==> config.mk <==
export PLATFORM = sky130hd
export DESIGN_NAME = lock_sequencer
export DESIGN_NICKNAME = d
export VERILOG_FILES = /design/src/rtl/lock_pkg.sv /design/src/rtl/btn_edge.sv /design/src/rtl/lock_sequencer.sv
export SDC_FILE = /design/constraint.sdc
export NUM_CORES = 1
export LEC_CHECK = 0
export ABC_AREA = 1
export ABC_CLOCK_PERIOD_IN_PS = 2100
export CORE_ASPECT_RATIO = 1.75
export CORE_MARGIN = 3
export CORE_UTILIZATION = 55
export CTS_BUF_LIST = sky130_fd_sc_hd__clkbuf_8
export DETAILED_ROUTE_END_ITERATION = 8
export PLACE_DENSITY = 0.78
export SETUP_SLACK_MARGIN = 0.5
export SLEW_MARGIN = 20
export SYNTH_ARGS = -nofsm -noshare
export SYNTH_HDL_FRONTEND = slang
export SYNTH_SLANG_ARGS = --single-unit
==> constraint.sdc <==
create_clock -name clk -period 2.1 [get_ports clk]
set_input_delay 0.63 -clock clk [delete_from_list [all_inputs] [get_ports clk]]
set_output_delay 0.63 -clock clk [all_outputs]
set_load 0.01 [all_outputs]
==> src/rtl/lock_pkg.sv <==
// Shared definitions for the lock sequencer: default parameters, the controller
// state encoding, the press-event encoding and the strobe bundle.
package lock_pkg;

    localparam int DEF_PW_LEN         = 4;
    localparam int DEF_MAX_FAILS      = 3;
    localparam int DEF_SLEEP_CYCLES   = 250000000;
    localparam int DEF_RESULT_TIMEOUT = 16;

    localparam int SYM_W  = 3;
    localparam int FAIL_W = 2;

    typedef enum logic [2:0] {
        ST_SET    = 3'd0,
        ST_LOCKED = 3'd1,
        ST_CHECK  = 3'd2,
        ST_OPEN   = 3'd3,
        ST_SLEEP  = 3'd4
    } state_e;

    typedef enum logic [1:0] {
        EV_NONE   = 2'd0,
        EV_STORE  = 2'd1,
        EV_INPUT  = 2'd2,
        EV_SUBMIT = 2'd3
    } event_e;

    typedef struct packed {
        logic store_value;
        logic input_value;
        logic compare;
        logic input_reset;
        logic sys_clear;
        logic end_sleep;
    } strobe_t;

    // Simultaneous presses collapse to a single event: submit > input > store.
    function automatic event_e pick_event(input logic store, input logic inp, input logic submit);
        event_e ev;
        ev = EV_NONE;
        if (submit) begin
            ev = EV_SUBMIT;
        end else if (inp) begin
            ev = EV_INPUT;
        end else if (store) begin
            ev = EV_STORE;
        end
        return ev;
    endfunction

endpackage

==> src/rtl/btn_edge.sv <==
// Two-flop synchronizer followed by a registered rising-edge detector.
// One press pulse is produced two clocks after the button is first sampled high.
module btn_edge (
    input  logic clk,
    input  logic rst,
    input  logic btn,
    output logic press
);

    logic sync1_q, sync1_d;
    logic sync2_q, sync2_d;
    logic prev_q,  prev_d;
    logic press_q, press_d;

    always_comb begin
        sync1_d = btn;
        sync2_d = sync1_q;
        prev_d  = sync2_q;
        press_d = sync2_q & ~prev_q;
    end

    // NOTE: non-blocking assignments, so every flop samples its neighbour's pre-edge value.
    always_ff @(posedge clk or posedge rst) begin
        if (rst) begin
            sync1_q <= 1'b0;
            sync2_q <= 1'b0;
            prev_q  <= 1'b0;
            press_q <= 1'b0;
        end else begin
            sync1_q <= sync1_d;
            sync2_q <= sync2_d;
            prev_q  <= prev_d;
            press_q <= press_d;
        end
    end

    assign press = press_q;

endmodule

==> src/rtl/lock_sequencer.sv <==
// Password lock controller: turns button press events and checker results into
// register strobes, tracks entered symbols and failures, and enforces a timed lockout.
module lock_sequencer #(
    parameter int PW_LEN         = lock_pkg::DEF_PW_LEN,
    parameter int MAX_FAILS      = lock_pkg::DEF_MAX_FAILS,
    parameter int SLEEP_CYCLES   = lock_pkg::DEF_SLEEP_CYCLES,
    parameter int RESULT_TIMEOUT = lock_pkg::DEF_RESULT_TIMEOUT
) (
    input  logic       clk,
    input  logic       system_reset,
    input  logic       store_btn,
    input  logic       input_btn,
    input  logic       submit_btn,
    input  logic       correct_password,
    input  logic       incorrect_password,
    output logic       store_value,
    output logic       input_value,
    output logic       compare,
    output logic       input_reset,
    output logic       sys_clear,
    output logic       unlock,
    output logic       sleep,
    output logic       end_sleep,
    output logic [2:0] sym_count,
    output logic [1:0] fail_count
);

    import lock_pkg::*;

    // Both timers count 0..N-1, so ceil(log2(N)) bits never wrap.
    localparam int SLEEP_W = (SLEEP_CYCLES > 1) ? $clog2(SLEEP_CYCLES) : 1;
    localparam int CHECK_W = (RESULT_TIMEOUT > 1) ? $clog2(RESULT_TIMEOUT) : 1;

    localparam logic [SLEEP_W-1:0] SLEEP_LAST = SLEEP_W'(SLEEP_CYCLES - 1);
    localparam logic [CHECK_W-1:0] CHECK_LAST = CHECK_W'(RESULT_TIMEOUT - 1);
    localparam logic [SYM_W-1:0]   SYM_FULL   = SYM_W'(PW_LEN);
    localparam logic [FAIL_W-1:0]  FAIL_MAX   = FAIL_W'(MAX_FAILS);
    localparam logic [FAIL_W-1:0]  FAIL_LAST  = FAIL_W'(MAX_FAILS - 1);

    logic               store_press;
    logic               input_press;
    logic               submit_press;
    event_e             ev;
    logic               failure;

    state_e             state_q,     state_d;
    strobe_t            strb_q,      strb_d;
    logic [SYM_W-1:0]   sym_q,       sym_d;
    logic [FAIL_W-1:0]  fail_q,      fail_d;
    logic [SLEEP_W-1:0] sleep_tmr_q, sleep_tmr_d;
    logic [CHECK_W-1:0] check_tmr_q, check_tmr_d;
    logic               unlock_q,    unlock_d;
    logic               sleep_q,     sleep_d;

    btn_edge u_store_edge (
        .clk   (clk),
        .rst   (system_reset),
        .btn   (store_btn),
        .press (store_press)
    );

    btn_edge u_input_edge (
        .clk   (clk),
        .rst   (system_reset),
        .btn   (input_btn),
        .press (input_press)
    );

    btn_edge u_submit_edge (
        .clk   (clk),
        .rst   (system_reset),
        .btn   (submit_btn),
        .press (submit_press)
    );

    always_comb begin
        // NOTE: every signal gets its default before the case, so no path can infer a latch.
        state_d     = state_q;
        strb_d      = '0;
        sym_d       = sym_q;
        fail_d      = fail_q;
        sleep_tmr_d = '0;
        check_tmr_d = '0;
        failure     = 1'b0;
        ev          = pick_event(store_press, input_press, submit_press);

        case (state_q)
            ST_SET: begin
                if (ev == EV_STORE) begin
                    strb_d.store_value = 1'b1;
                    if (sym_q == SYM_FULL - 1'b1) begin
                        sym_d   = '0;
                        state_d = ST_LOCKED;
                    end else begin
                        sym_d = sym_q + 1'b1;
                    end
                end
            end

            ST_LOCKED: begin
                if (ev == EV_INPUT && sym_q < SYM_FULL) begin
                    strb_d.input_value = 1'b1;
                    sym_d              = sym_q + 1'b1;
                end else if (ev == EV_SUBMIT) begin
                    if (sym_q == SYM_FULL) begin
                        strb_d.compare = 1'b1;
                        state_d        = ST_CHECK;
                    end else begin
                        failure = 1'b1;
                    end
                end
            end

            // Press events are deliberately not looked at while a result is pending.
            ST_CHECK: begin
                if (correct_password && !incorrect_password) begin
                    strb_d.input_reset = 1'b1;
                    sym_d              = '0;
                    fail_d             = '0;
                    state_d            = ST_OPEN;
                end else if (incorrect_password || check_tmr_q == CHECK_LAST) begin
                    failure = 1'b1;
                end else begin
                    check_tmr_d = check_tmr_q + 1'b1;
                end
            end

            ST_OPEN: begin
                if (ev == EV_SUBMIT) begin
                    strb_d.input_reset = 1'b1;
                    state_d            = ST_LOCKED;
                end else if (ev == EV_STORE) begin
                    strb_d.sys_clear = 1'b1;
                    sym_d            = '0;
                    state_d          = ST_SET;
                end
            end

            ST_SLEEP: begin
                if (sleep_tmr_q == SLEEP_LAST) begin
                    strb_d.end_sleep = 1'b1;
                    fail_d           = '0;
                    state_d          = ST_LOCKED;
                end else begin
                    sleep_tmr_d = sleep_tmr_q + 1'b1;
                end
            end

            default: begin
                state_d = ST_SET;
            end
        endcase

        // Short submit and every CHECK failure share one path; the count saturates.
        if (failure) begin
            strb_d.input_reset = 1'b1;
            sym_d              = '0;
            if (fail_q >= FAIL_LAST) begin
                fail_d  = FAIL_MAX;
                state_d = ST_SLEEP;
            end else begin
                fail_d  = fail_q + 1'b1;
                state_d = ST_LOCKED;
            end
        end

        unlock_d = (state_d == ST_OPEN);
        sleep_d  = (state_d == ST_SLEEP);
    end

    always_ff @(posedge clk or posedge system_reset) begin
        if (system_reset) begin
            state_q     <= ST_SET;
            strb_q      <= '0;
            sym_q       <= '0;
            fail_q      <= '0;
            sleep_tmr_q <= '0;
            check_tmr_q <= '0;
            unlock_q    <= 1'b0;
            sleep_q     <= 1'b0;
        end else begin
            state_q     <= state_d;
            strb_q      <= strb_d;
            sym_q       <= sym_d;
            fail_q      <= fail_d;
            sleep_tmr_q <= sleep_tmr_d;
            check_tmr_q <= check_tmr_d;
            unlock_q    <= unlock_d;
            sleep_q     <= sleep_d;
        end
    end

    assign store_value = strb_q.store_value;
    assign input_value = strb_q.input_value;
    assign compare     = strb_q.compare;
    assign input_reset = strb_q.input_reset;
    assign sys_clear   = strb_q.sys_clear;
    assign end_sleep   = strb_q.end_sleep;
    assign unlock      = unlock_q;
    assign sleep       = sleep_q;
    assign sym_count   = sym_q;
    assign fail_count  = fail_q;

endmodule

==> results.toml <==
[status]
status = "completed"

[worst_setup_path]
cp_top_family = "buffers and inverters"
critPathArrivalTime_ps = 1840
crit_fanout = 4
crit_required_ps = 2320
r2r-end = "sym_count[0]$_DFFE_PP0P_"
path_buf_inv = 3
slowest_delay_ps = 460
endpoint_kind = "register"
critPathKind = "in -> reg"
cpMaxStageDelayCell = "clkdlybuf4s50_1"
setup.worst_path.start_class = "primary input"
ff2ff_path_depth = 10
r2r_setup_slack_ps = 480
crit_chain = "clkdlybuf4s50_1 -> nand2_1 -> inv_2 -> nor2_1 -> nand2_1 -> nand2_2 -> buf_4 -> o21ai_1 -> nand2_1"
reg2reg_from = "state_q[2]$_DFF_PP0_"
crit_top_cell = "nand2_1"

[timing]
finalClockSkew_ps = 13.0
layout_min_cycle_time_ps = 1620
relSlewSlack = 0.739
worst_pin_slew_ps = 390
final-hold-violation-count = 0
hold_ws_ps = 347
max_freq_mhz = 616
slew_viol_final = 0
rsz0062_at_grt = "true"
setup-tns-final_ps = 0
setup_viol = 0
min_period_over_period = 0.773

[routing]
wl_mm = 9.06
drtIter0Drc = 225
drt_first_pass_iters = 4
wl_per_cell_um = 16.7
via_per_inst = 5.45
postRouteAntennaNets = 0
route.detailed.drc = 0
routed-via-count = 2949

[logic_synthesis]
synth_ff_type = "dfrtp_1"
syn_avg_cell_area_um2 = 7.85
synth_top_area_frac = 0.468
netlist_area_um2 = 3210
yosys_warnings = 0
ys_seq_area_frac = 0.468
ys_ff_latch = 60
yosysTopAreaCell = "dfrtp_1"
synthArstFlopShare = 1.00
syn_nets = 422
synth_cells = 409
synth-edff-count = 0
synthDistinctLibCells = 30
synthTopCellsByArea = "dfrtp_1, nand2_1, nor2_1"

[global_routing]
antenna_found_initial = 0
grt_usage = 0.275
grt_start_max_net_pins = 27
grt_first_pass_wirelength_mm = 14.0
overflow = 0
grt_pass1_vias = 3017

[die]
design.core.area_um2 = 5630
die_y_um = 107
row_count = 36
die_width_um = 63.7
die_area_um2 = 6820
start_util = 0.570
io_pins = 20

[power_and_ir_drop]
p_int_mw = 2.17
p_sw_frac = 0.337
total_leakage_power_nw = 1.77
p_per_area_nw_per_um2 = 815
power.switching_mw = 1.11
p_seq_frac = 0.401
peakVddDrop_mv = 0.497
combPwrFrac = 0.280
clock_power_share = 0.319

[hold_path]
hold_end = "u_store_edge.prev_d$_DFF_PP0_"
holdPathStages = 0
hp-class = "reg -> reg"
min_from = "u_store_edge.sync1_q$_DFF_PP0_"

[final_layout]
drive_gt1_frac = 0.247
fillers = 441
antenna_cells = 0
nNetsFinal = 473
syn2layout_area_growth_pct = 25.4

[cts]
numCtsBuffers = 9
htreeDepth = 3
cts_tree = "yes"
clk_latency_ps = 350
cts.sinks = 60
cts_hold_buf = 0
clk_pin_slew_worst_paths_ps = 70
clockBufferDepth = 2
cts-root-buf = "clkbuf_8"

[placed_design]
finalWeightedCongestion = 1.00
dp_hpwl_mm = 6.13
port_buffers = 19

[job]
maxCapViolations = 0
## layer usage
layer / global-route usage / routed length [µm] / vias to the layer above
li1: - / - / 1400
met1: 0.250 / 3110 / 1408
met2: 0.529 / 5060 / 97
met3: 0.0482 / 272 / 44
met4: 0.195 / 617 / 0
met5: 0 / 0 / -
## registers in the layout (all words and copies together) (netlist names), 2 cells and up
name,count
check_tmr_q,4
fail_count,2
sym_count,3
sleep_tmr_q,28
state_q,3
## Yosys cell counts, types with 2 or more instances
cell type  count
nor3_1        16
nor3b_2        2
nand3_1       27
nand4_1        8
a21oi_1        3
nor3b_1        2
nand2_4        2
inv_1         44
a21o_1         2
o21ai_0        5
dfrtp_1       60
buf_2          2
xor2_1        11
nor2_4         2
nor2_1        85
o21ai_1        2
ha_1           6
nand3b_1       2
nand2_2        3
nor3_2         8
nor2_2         4
inv_2          3
nand2_1       99
xnor2_1        2
nand3_2        4
## area by class of cell
type                       instances  area, µm²  share of cell area
timing repair buffer              43        380              0.0945
multi-input combinational        299       1660               0.413
inverter                          47        183              0.0454
tap                               76       95.1              0.0236
clock buffer                       9        124              0.0308
sequential                        60       1510               0.374
clock inverter                     7       76.3              0.0190
## layout by cell type (no fill, tap or decap), types with 2 or more instances in the layout
| master | synthesis | final |
|---|---|---|
| xnor2_1 | 2 | 2 |
| nor3_2 | 8 | 8 |
| clkdlybuf4s15_2 | 0 | 2 |
| buf_2 | 2 | 6 |
| buf_6 | 1 | 3 |
| buf_4 | 0 | 18 |
| dfrtp_1 | 60 | 57 |
| nor2_2 | 4 | 12 |
| o21ai_0 | 5 | 4 |
| nor3_4 | 1 | 3 |
| dfrtp_2 | 0 | 3 |
| nand4_1 | 8 | 8 |
| a21oi_1 | 3 | 3 |
| nand2_2 | 3 | 4 |
| clkbuf_2 | 0 | 3 |
| nor2_1 | 85 | 75 |
| nor3b_2 | 2 | 3 |
| nor2_4 | 2 | 4 |
| buf_12 | 0 | 3 |
| xor2_1 | 11 | 11 |
| nand2_4 | 2 | 6 |
| clkbuf_8 | 0 | 9 |
| nand3_1 | 27 | 24 |
| inv_1 | 44 | 37 |
| ha_1 | 6 | 4 |
| a21o_1 | 2 | 2 |
| nand3b_1 | 2 | 2 |
| clkdlybuf4s50_1 | 0 | 5 |
| nand3_2 | 4 | 5 |
| nand2_1 | 99 | 94 |
| inv_2 | 3 | 8 |
| nor3_1 | 16 | 14 |
| clkinvlp_4 | 0 | 3 |
| nand3_4 | 0 | 2 |
| clkinv_4 | 0 | 2 |
| o21ai_1 | 2 | 3 |
| ha_4 | 0 | 2 |
## power groups by stage
| stage | Sequential [mW] | Combinational (mW) | Clock, mW |
|---|---|---|---|
| after floorplan | 1.35 | 0.358 | 0 |
| after global placement | 1.35 | 0.599 | 0 |
| after detailed placement | 1.35 | 0.620 | 0 |
| after CTS | 1.30 | 0.787 | 1.07 |
| after global routing | 1.32 | 0.986 | 1.12 |
| final | 1.31 | 0.919 | 1.05 |
## per-stage QoR
| stage | util | area (µm²) | power (mW) | setup slack (ps) | std cells |
|---|---|---|---|---|---|
| after CTS | 0.692 | 3900 | 3.16 | 468 | 537 |
| final | 0.715 | 4020 | 3.28 | 478 | 541 |
| after global placement | 0.634 | 3570 | 1.94 | 106 | 508 |
| after detailed placement | 0.634 | 3570 | 1.97 | 33.3 | 508 |
| after global routing | 0.715 | 4020 | 3.42 | 432 | 541 |
| after floorplan | - | 3210 | 1.71 | 638 | 409 |
## worst reg2reg max path, cell delays in order, from the launching register on
cell	delay (ps)
dfrtp_2	470
inv_2	130
nand3_2	160
inv_2	120
nand3_2	120
nand2_2	140
inv_2	80
nand2_4	80
nand2_4	60
nand2_1	80
o21ai_1	70
## kinds of logic after synthesis
logic type               synth area share
adder cells (fa/ha/maj)            0.0234
flip-flops                          0.468
AND/OR/NAND/NOR                     0.387
XOR/XNOR                           0.0355
buffers and inverters              0.0616
AO/OA/AOI/OAI                      0.0246
## what timing repair did
action                     4_1_cts  5_1_grt
resized for setup               53       44
buffers inserted                13        4
pin swaps                       12       15
setup endpoints to repair       36       34
## worst max path at each step
stage / from / end / cells past startpoint
finish: correct_password / fail_count[0]$_DFFE_PP0P_ / 9
floorplan: incorrect_password / sym_count[2]$_DFFE_PP0P_ / 11
global placement: incorrect_password / sym_count[2]$_DFFE_PP0P_ / 12
detailed placement: incorrect_password / sym_count[0]$_DFFE_PP0P_ / 12
global route: sym_count[0]$_DFFE_PP0P_ / sym_count[0]$_DFFE_PP0P_ / 8
CTS: sym_count[0]$_DFFE_PP0P_ / sym_count[0] / 2
Note: power is estimated with default switching activity, not from simulation.
